`src/rtl/seg_display_mux.sv`:
```
// seg_display_mux: multiplexed seven-segment driver for DIGITS digits.
// The value is latched in hex or decimal mode. Decimal mode runs a
// sequential double-dabble converter behind a load/busy handshake.
// The display buffer is written in one step, so a partial conversion
// is never shown.
// Optional feature macro: SEG_LEADING_ZERO_BLANK_EN blanks leading zero digits.
module seg_display_mux #(
  parameter int DIGITS         = 4,
  parameter int CLK_DIV        = 12000,
  parameter int SEG_ACTIVE_LOW = 1,
  parameter int SEL_ACTIVE_LOW = 1
) (
  input  logic                clk,
  input  logic                rst_n,
  input  logic [4*DIGITS-1:0] value,
  input  logic                decimal,
  input  logic [DIGITS-1:0]   dp,
  input  logic                load,
  output logic                busy,
  output logic                overflow,
  output logic [6:0]          seven_segment,
  output logic                seven_segment_dp,
  output logic [DIGITS-1:0]   seven_segment_select
);

  localparam int W    = 4 * DIGITS;
  localparam int BW   = W + 4;
  localparam int CNTW = $clog2(W);
  localparam int DIVW = $clog2(CLK_DIV);
  localparam int IDXW = (DIGITS > 1) ? $clog2(DIGITS) : 1;

  localparam logic [6:0]        SEG_OFF = (SEG_ACTIVE_LOW != 0) ? 7'h7F : 7'h00;
  localparam logic              DP_OFF  = (SEG_ACTIVE_LOW != 0) ? 1'b1 : 1'b0;
  localparam logic [DIGITS-1:0] SEL_OFF = (SEL_ACTIVE_LOW != 0) ? {DIGITS{1'b1}} : {DIGITS{1'b0}};

  typedef enum logic {IDLE, CONVERT} state_t;

  state_t            state, state_next;
  logic [W-1:0]      shift_q;
  logic [BW-1:0]     bcd_q, bcd_adj, bcd_next;
  logic              lost_q, lost_next;
  logic [CNTW-1:0]   iter_q;
  logic              last_iter, conv_ovf;
  logic [DIGITS-1:0] dp_pend_q;
  logic [W-1:0]      buf_q;
  logic [DIGITS-1:0] dp_q;
  logic              overflow_q;
  logic [DIVW-1:0]   div_q;
  logic [IDXW-1:0]   idx_q;
  logic [3:0]        digit;
  logic              blank;
  logic [6:0]        glyph;

  function automatic logic [6:0] hex_glyph(input logic [3:0] d);
    case (d)
      4'h0: hex_glyph = 7'h3F;
      4'h1: hex_glyph = 7'h06;
      4'h2: hex_glyph = 7'h5B;
      4'h3: hex_glyph = 7'h4F;
      4'h4: hex_glyph = 7'h66;
      4'h5: hex_glyph = 7'h6D;
      4'h6: hex_glyph = 7'h7D;
      4'h7: hex_glyph = 7'h07;
      4'h8: hex_glyph = 7'h7F;
      4'h9: hex_glyph = 7'h6F;
      4'hA: hex_glyph = 7'h77;
      4'hB: hex_glyph = 7'h7C;
      4'hC: hex_glyph = 7'h39;
      4'hD: hex_glyph = 7'h5E;
      4'hE: hex_glyph = 7'h79;
      default: hex_glyph = 7'h71;
    endcase
  endfunction

  assign busy     = (state == CONVERT);
  assign overflow = overflow_q;

  // One double-dabble step; bits pushed out of the top nibble are remembered as overflow
  always_comb begin
    bcd_adj = bcd_q;
    for (int i = 0; i < DIGITS + 1; i++) begin
      if (bcd_q[4*i +: 4] >= 4'd5) bcd_adj[4*i +: 4] = bcd_q[4*i +: 4] + 4'd3;
    end
    bcd_next  = {bcd_adj[BW-2:0], shift_q[W-1]};
    lost_next = lost_q | bcd_adj[BW-1];
    last_iter = (iter_q == CNTW'(W - 1));
    conv_ovf  = lost_next | (bcd_next[BW-1 -: 4] != 4'd0);
  end

  // Converter state register
  always_ff @(posedge clk or negedge rst_n) begin
    if (!rst_n) state <= IDLE;
    else        state <= state_next;
  end

  // Next state: a decimal load starts conversion, the final iteration returns to idle
  always_comb begin
    state_next = state;
    case (state)
      IDLE:    if (load && decimal) state_next = CONVERT;
      CONVERT: if (last_iter)       state_next = IDLE;
      default: state_next = IDLE;
    endcase
  end

  // Load capture, conversion datapath and atomic buffer write
  always_ff @(posedge clk or negedge rst_n) begin
    if (!rst_n) begin
      shift_q    <= '0;
      bcd_q      <= '0;
      lost_q     <= 1'b0;
      iter_q     <= '0;
      dp_pend_q  <= '0;
      buf_q      <= '0;
      dp_q       <= '0;
      overflow_q <= 1'b0;
    end else if (state == IDLE) begin
      if (load && !decimal) begin
        buf_q      <= value;
        dp_q       <= dp;
        overflow_q <= 1'b0;
      end else if (load) begin
        shift_q   <= value;
        bcd_q     <= '0;
        lost_q    <= 1'b0;
        iter_q    <= '0;
        dp_pend_q <= dp;
      end
    end else begin
      shift_q <= shift_q << 1;
      bcd_q   <= bcd_next;
      lost_q  <= lost_next;
      iter_q  <= iter_q + 1'b1;
      if (last_iter) begin
        dp_q       <= dp_pend_q;
        overflow_q <= conv_ovf;
        if (!conv_ovf) buf_q <= bcd_next[W-1:0];
      end
    end
  end

  // Scan divider and digit index
  always_ff @(posedge clk or negedge rst_n) begin
    if (!rst_n) begin
      div_q <= '0;
      idx_q <= '0;
    end else if (div_q == DIVW'(CLK_DIV - 1)) begin
      div_q <= '0;
      idx_q <= (idx_q == IDXW'(DIGITS - 1)) ? '0 : idx_q + 1'b1;
    end else begin
      div_q <= div_q + 1'b1;
    end
  end

`ifdef SEG_LEADING_ZERO_BLANK_EN
  logic [DIGITS-1:0] zero_above;
`endif

  // Glyph for the active digit: dash on overflow, optional leading-zero blank
  always_comb begin
    digit = buf_q[4*idx_q +: 4];
    blank = 1'b0;
`ifdef SEG_LEADING_ZERO_BLANK_EN
    zero_above = '0;
    zero_above[DIGITS-1] = (buf_q[W-1 -: 4] == 4'd0);
    for (int i = DIGITS - 2; i >= 0; i--) begin
      zero_above[i] = zero_above[i+1] && (buf_q[4*i +: 4] == 4'd0);
    end
    blank = (idx_q != '0) && zero_above[idx_q];
`else
    blank = 1'b0;
`endif
    if (overflow_q)  glyph = 7'h40;
    else if (blank)  glyph = 7'h00;
    else             glyph = hex_glyph(digit);
  end

  // Registered pins with polarity; select is inactive while the divider is 0
  always_ff @(posedge clk or negedge rst_n) begin
    if (!rst_n) begin
      seven_segment        <= SEG_OFF;
      seven_segment_dp     <= DP_OFF;
      seven_segment_select <= SEL_OFF;
    end else begin
      seven_segment    <= (SEG_ACTIVE_LOW != 0) ? ~glyph : glyph;
      seven_segment_dp <= (SEG_ACTIVE_LOW != 0) ? ~dp_q[idx_q] : dp_q[idx_q];
      if (div_q == '0)
        seven_segment_select <= SEL_OFF;
      else
        seven_segment_select <= (SEL_ACTIVE_LOW != 0) ? ~(DIGITS'(1) << idx_q) : (DIGITS'(1) << idx_q);
    end
  end

endmodule

```
`config.mk`:
```
export PLATFORM = sky130hd
export DESIGN_NAME = seg_display_mux
export DESIGN_NICKNAME = d
export VERILOG_FILES = /design/src/rtl/seg_display_mux.sv
export SDC_FILE = /design/constraint.sdc
export NUM_CORES = 1
export LEC_CHECK = 0
export BUFFER_PORTS_ARGS = -buffer_cell sky130_fd_sc_hd__clkbuf_2
export CORE_AREA = 2 2 76 132
export DETAILED_ROUTE_END_ITERATION = 12
export DIE_AREA = 0 0 78 134
export PLACE_DENSITY = 0.71
export SETUP_SLACK_MARGIN = 0.05
export SLEW_MARGIN = 25
export SYNTH_ARGS = -nofsm -noshare
export SYNTH_HDL_FRONTEND = slang
export SYNTH_SLANG_ARGS = --single-unit
export TNS_END_PERCENT = 5
```
`constraint.sdc`:
```
create_clock -name clk -period 2.5 [get_ports clk]
set_input_delay 0.125 -clock clk [delete_from_list [all_inputs] [get_ports clk]]
set_output_delay 0.125 -clock clk [all_outputs]
set_load 0.02 [all_outputs]
```
Yosys cells after proc, flatten, opt, wreduce, memory -nomap -nowiden
Memories as Yosys holds them, arrays and structs flattened.
Cells that the tools add are included.

word-level totals
  register bits = 95
  bits in latches = 0
  bits in writable memories = 0
  bits in read-only memories = 112
  input bits = 24
  output and inout bits = 14
  memories = 1

memories
  name             words  bits a word  read ports  clocked after Yosys merged registers in  write ports  RTL line  text
  (no name shown)  16     7            1           0                                        0            55        case (d)

cells by class
  $add $sub $neg = 8
  $mul = 0
  div/mod/pow operators = 0
  order comparisons = 6
  equality and inequality tests = 6
  shift-type cells = 2
  muxes and demuxes = 36
  bitwise logic cells = 7
  reductions and logical operators = 11

operator list
  cell                     number
  $mux W16                 7
  $mux W20                 3
  $mux W4                  12
  $add A4 B2 Y4 const B    5
  $ge A4 B3 Y1 const B     5
  $shiftx A16 B5 Y4        1
  $add A14 B1 Y14 const B  1
  $eq A14 B14 Y1 const B   1
  $logic_not A14 Y1        1
  $mux W14                 1
  $mux W1                  9
  $mux W7                  1
  $not A7 Y7               1
  $reduce_and A3 Y1        2
  $add A4 B1 Y4 const B    1
  $eq A4 B4 Y1 const B     1
  $ne A2 B2 Y1 const B     2
  $not A4 Y4               1
  $reduce_and A2 Y1        2
  $reduce_bool A2 Y1       2
  $reduce_bool A4 Y1       1
  $shl A1 B2 Y4 const A    1
  $lt A2 B3 Y1 const B     1
  $not A1 Y1               3
  9 further kinds          11

Depth between registers and ports, before layout
  word-level depth = 7
  mapped depth = 8
  mapped depth without buffers = 7

Worst setup path before layout
Ideal clock, no wire load.

  kind = register to register
  from = register bcd_q[16]
  to = register buf_q[12]
  setup time = 0.094 ns
  arrival = 2.109 ns
  required time = 2.406 ns
  slack = 0.297 ns
  stages on the path, launching flop included = 8
  path buffers = 1
  period minus slack after synthesis = 2.203 ns
  cells stage by stage = dfrtp_1 -> ha_1 -> nand2b_1 -> a2111oi_4 -> o211ai_1 -> o31a_1 -> buf_6 -> a221oi_2

between the ends
  cells in the longest elaborated chain, start to end = 6
  elaborated cells between the ends (all ways) = 8
  those cells by class = add/sub (1); order compare (1); eq/ne (1); mux (1); bitwise (2); reduce/logical (2)

RTL lines
  item                                                RTL line  text
  start: declaration                                  40        logic [BW-1:0] bcd_q, bcd_adj, bcd_next;
  start signal: assignment                            131       bcd_q <= bcd_next;
  $add A4 B2 Y4 or $ge A4 B3 Y1 (tied branches)       82        if (bcd_q[4*i +: 4] >= 4'd5) bcd_adj[4*i +: 4] = bcd_q[4*i +: 4] + 4'd3;
  $mux W4 (*)                                         82
  $reduce_bool A4 Y1 or $or A1 B1 Y1 (tied branches)  87, 85
  $or A1 B1 Y1 (*)                                    87        conv_ovf = lost_next | (bcd_next[BW-1 -: 4] != 4'd0);
  $ne A2 B2 Y1 (no source line) (*)                   -
  $reduce_and A3 Y1 (no source line) (*)              -
  end signal: assignment                              119       buf_q <= value;
  end signal: assignment                              137       if (!conv_ovf) buf_q <= bcd_next[W-1:0];
  end: declaration                                    45        logic [W-1:0] buf_q;

Mark *: on every way between the ends. The rest lies on a longest branch, timed or not.
A chain may end at the register's enable or synchronous reset.

Worst setup path after layout
  from = register bcd_q[16]
  to = register buf_q[0]

The elaborated chain is that of the path after synthesis.

==> impl_summary.md <==
Finish
Across the whole layout, storage elements account for 0.00239 mm². The final layout contains 590 nets. Fill cells in the final layout number roughly 810.

Of the cells placed in the final design, the portion with a size suffix greater than 1 is 0.181. The commonest non-fill, non-tap cell in the layout is sky130_fd_sc_hd__dfrtp_1. At the end of the flow the core is filled with cells to 0.600. In the layout the commonest cells are 82 x sky130_fd_sc_hd__dfrtp_1, 69 x sky130_fd_sc_hd__nand2_1, 42 x sky130_fd_sc_hd__nor2_1. The combined area of the multi-input logic cells is roughly 0.0023 mm².

The final instance count without filler cells is 670. The antenna diode instance count is 0. From synthesis to final layout, the design area changed by 14.1%.

Clock network
CTS built an H-tree with a depth of 3. The post-CTS setup repair buffer count is 0. Clock-pin slew was measured on the worst setup and hold paths at 0.07 ns. Counting the buffers created by CTS gives 9.

The CTS tree is yes. The deepest clock path buffer count is 2. The cell at the root of the clock tree is sky130_fd_sc_hd__clkbuf_16. The clock insertion delay at the later pin of the skew report is 0.34 ns. For this design, the sink count on the clock tree is between 90 and 100.

Synthesis
The share of synthesized area in the top cell type comes to 0.420. The portion of synthesized area spent on multiplexers is 0.0950. Counting flops with a built-in enable in the synthesized netlist gives 0. For this run, the leading register cell type out of synthesis is sky130_fd_sc_hd__dfrtp_1. sky130_fd_sc_hd__dfrtp_1 takes more of the synthesized area than any other cell.

The xor/xnor cell area share of the yosys netlist is 0.0372. The simple-gate share of the synthesized area is 0.156. The compound-gate portion of the synthesized area is 0.122. Synthesis produced a netlist whose cell count is 500.

The synthesized design contains 95 register bits. The average cell area after synthesis is between 9 and 10 µm². By area the synthesized netlist is led by sky130_fd_sc_hd__dfrtp_1 42%, sky130_fd_sc_hd__dfstp_2 6.4%, sky130_fd_sc_hd__mux2i_1 5.9%. Of the total synthesized cell area, the portion taken by full adders, half adders and majority gates is 0.0581. Of the synthesized area, sequential elements account for 0.483. After synthesis, the largest family of logic cells by area is simple AND/OR/NAND/NOR gates. The share of synthesized flip-flops with an asynchronous set or reset is 1.00. The yosys synthesis warning count is 0.

The number of nets in the synthesized netlist is 547. The mapped netlist covers between 0.004 and 0.005 mm². The number of distinct library cells after synthesis is 46.

Route
For this run, design rule violations remaining after detail routing come to 0. Using the TritonRoute via totals, the vias-per-cell ratio works out to between 5 and 6. The post-route antenna net violation count is 0.

The routed via count is 3732. The number of detailed-route iterations in the first pass is 5. The routed wirelength normalized by instance count is between 15 and 20 µm. The initial DRC count is just over 200. The total routed wirelength is about 11000 µm.

Worst setup path
STA classifies the critical path startpoint as a register. The setup path with the least slack is of type reg2reg. The arrival time at the worst endpoint is about 2.6 ns. STA classifies the critical path endpoint as a register. The count of cells along the worst register-to-register path is 6.

The largest fanout of any net on the critical path is 16. The data required time at the worst endpoint is between 2 and 3 ns.

Floorplan
In this run the standard cell core region covers roughly 0.0094 mm². The die covers 0.0105 mm². The I/O pin total is 38. The floorplan has 47 rows.

The floorplan step set the die width to a little under 80 µm. The starting utilization of the core area is 0.526. The height of the die is between 100 and 150 µm.

Placed design
The placer's final routability congestion estimate is slightly below 0.9. In this run the tool buffered the top-level ports with 37 buffer cells. The number of placed cells counting well taps is roughly 650. Summed over all nets, the half-perimeter wirelength after detailed placement is 7880 µm.

Run status
The run finished with clean final reports.

STA
The final hold violation count is 0. The total setup violations reported at the end of the flow is 0. The worst hold margin is 0.0261 ns. The normalized max-slew margin is 0.517. Timing would allow up to around 0.43 GHz. The shortest clock period the worst path allows after layout is between 2 and 2.5 ns.

The measured slew at the worst slew-check pin is about 0.72 ns. The final total negative setup slack is 0 ns. The count of final max-slew check failures is 0. In the finished design, the share of the clock period the worst path needs comes to 0.928. Setup repair after global routing left no endpoint under its margin. For the final database, setup skew stands at between 0.009 and 0.01 ns.

Power and ir drop
Internal power comes to approximately 4000 µW. The largest voltage drop on the vdd net is about 0.00067 V. Of the total power, the share spent switching nets is 0.378. The sequential group share of total power is 0.391. The combinational group share of total power is 0.393. The switching power of the nets is ~2400 µW.

In this run the power density over the cells is around 1100 mW/mm². The static power due to leakage is roughly 0.0028 µW. The share of total power dissipated in the clock network is 0.216.

Min path
The path category of the worst min-delay check is in2reg. The hold path depth is 2.

Global route
The global route total overflow is 0. Entering global routing, the biggest net connects between 70 and 80 pins. The wire length of the first global-routing pass is between 15000 and 20000 µm. In the global route stage, overall resource usage came out at 0.224. The number of antenna violations at the first check in global routing is 0. The number of global-route vias before repair is just under 4000.

Job
Max-cap violations in this run came to 0.
[sequential cells by signal, summed over array words and instances (netlist names)]
register and cells:
bcd_q 20, buf_q 16, shift_q 16, div_q 14
seven_segment 7, dp_pend_q 4, dp_q 4, iter_q 4
seven_segment_select 4, idx_q 2, busy 1, lost_q 1
overflow 1, seven_segment_dp 1
[cells by family (layout without fill, tap and decap cells)]
family / Yosys count / after routing
DFF: 95 / 95
adders and majority gates: 23 / 23
buffers and inverters: 61 / 109
and+or+nand+nor: 167 / 167
xor gates and xnor gates: 21 / 21
muxes: 40 / 40
AOI/OAI and AO/OA: 93 / 93
[path summary, 6_finish.rpt]
check	start	end	slack [ns]
worst max-delay path	bcd_q[16]	buf_q[0]	0.18
worst min-delay path	dp[1]	dp_pend_q[1]	0.03
worst max register to register	bcd_q[16]	buf_q[0]	0.18
worst min register to register	shift_q[13]	shift_q[14]	0.49
max in group asynchronous	rst_n	shift_q[15]	1.54
min in group asynchronous	rst_n	div_q[2]	0.30
[repair_timing]
action,CTS,global route
setup endpoints to repair,0,14
hold buffers,1,0
hold endpoints to repair,36,0
resized for setup,0,2
[through the flow]
| step | total power (µW) | area [µm²] | worst slack [ns] |
|---|---|---|---|
| global placement | 4910 | 5330 | 0.207 |
| floorplan | 4310 | 4950 | 0.297 |
| finish | 6410 | 5650 | 0.180 |
| global route | 6900 | 5650 | 0.0531 |
| CTS | 6450 | 5640 | 0.0655 |
| detailed placement | 5030 | 5330 | 0.0993 |
[synth_stat cells (2+ instances only)]
cell type / n
sky130_fd_sc_hd__a221oi_2: 2
sky130_fd_sc_hd__o211ai_1: 3
sky130_fd_sc_hd__nand3_1: 9
sky130_fd_sc_hd__dfstp_2: 12
sky130_fd_sc_hd__ha_1: 23
sky130_fd_sc_hd__xnor2_1: 11
sky130_fd_sc_hd__nand4_1: 6
sky130_fd_sc_hd__nor2b_1: 4
sky130_fd_sc_hd__clkbuf_1: 16
sky130_fd_sc_hd__mux2i_1: 29
sky130_fd_sc_hd__nand2b_1: 6
sky130_fd_sc_hd__dfrtp_1: 83
sky130_fd_sc_hd__a221o_1: 2
sky130_fd_sc_hd__buf_1: 2
sky130_fd_sc_hd__a22o_1: 4
sky130_fd_sc_hd__xor2_1: 10
sky130_fd_sc_hd__nor4_1: 9
sky130_fd_sc_hd__mux2_2: 6
sky130_fd_sc_hd__nor3b_1: 6
sky130_fd_sc_hd__or3_1: 2
sky130_fd_sc_hd__a211oi_1: 8
sky130_fd_sc_hd__a221oi_1: 6
sky130_fd_sc_hd__nor3_1: 5
sky130_fd_sc_hd__mux4_2: 5
sky130_fd_sc_hd__buf_2: 2
sky130_fd_sc_hd__nor2_1: 42
sky130_fd_sc_hd__o21ai_0: 40
sky130_fd_sc_hd__inv_1: 40
sky130_fd_sc_hd__a21oi_1: 20
sky130_fd_sc_hd__nand2_1: 69
sky130_fd_sc_hd__and3_1: 2
sky130_fd_sc_hd__nor4b_1: 2
[worst max-delay path: stages, from the launching register on]
cell and delay (ns):
sky130_fd_sc_hd__dfrtp_1 0.43, sky130_fd_sc_hd__ha_1 0.23, sky130_fd_sc_hd__nand2b_1 0.20, sky130_fd_sc_hd__a2111oi_4 0.43
sky130_fd_sc_hd__o211ai_1 0.17, sky130_fd_sc_hd__o31a_4 0.39, sky130_fd_sc_hd__a221oi_1 0.35
[layer usage]
layer	vias up	wire length [µm]	share of wire	global-route usage
li1	1802	-	-	-
met1	1816	4320	0.40	0.258
met2	80	5610	0.52	0.389
met3	34	309	0.029	0.0323
met4	0	520	0.048	0.138
met5	-	0	0	0
[final cells by class]
cell class	instances	area share
well taps	122	0.0270
repair buffers	53	0.0572
clock buffers	11	0.0430
multi-input cells	344	0.412
clock inverters	5	0.0102
flip-flops and latches	95	0.424
inverters	40	0.0266
[power groups by stage]
| stage | Combinational [µW] | Clock [µW] | Sequential (µW) |
|---|---|---|---|
| after detailed placement | 2500 | 0 | 2540 |
| after global routing | 2840 | 1470 | 2580 |
| after floorplan | 1780 | 0 | 2540 |
| after global placement | 2400 | 0 | 2510 |
| after CTS | 2530 | 1410 | 2510 |
| final | 2520 | 1380 | 2510 |
(Power assumes the default switching activity.)
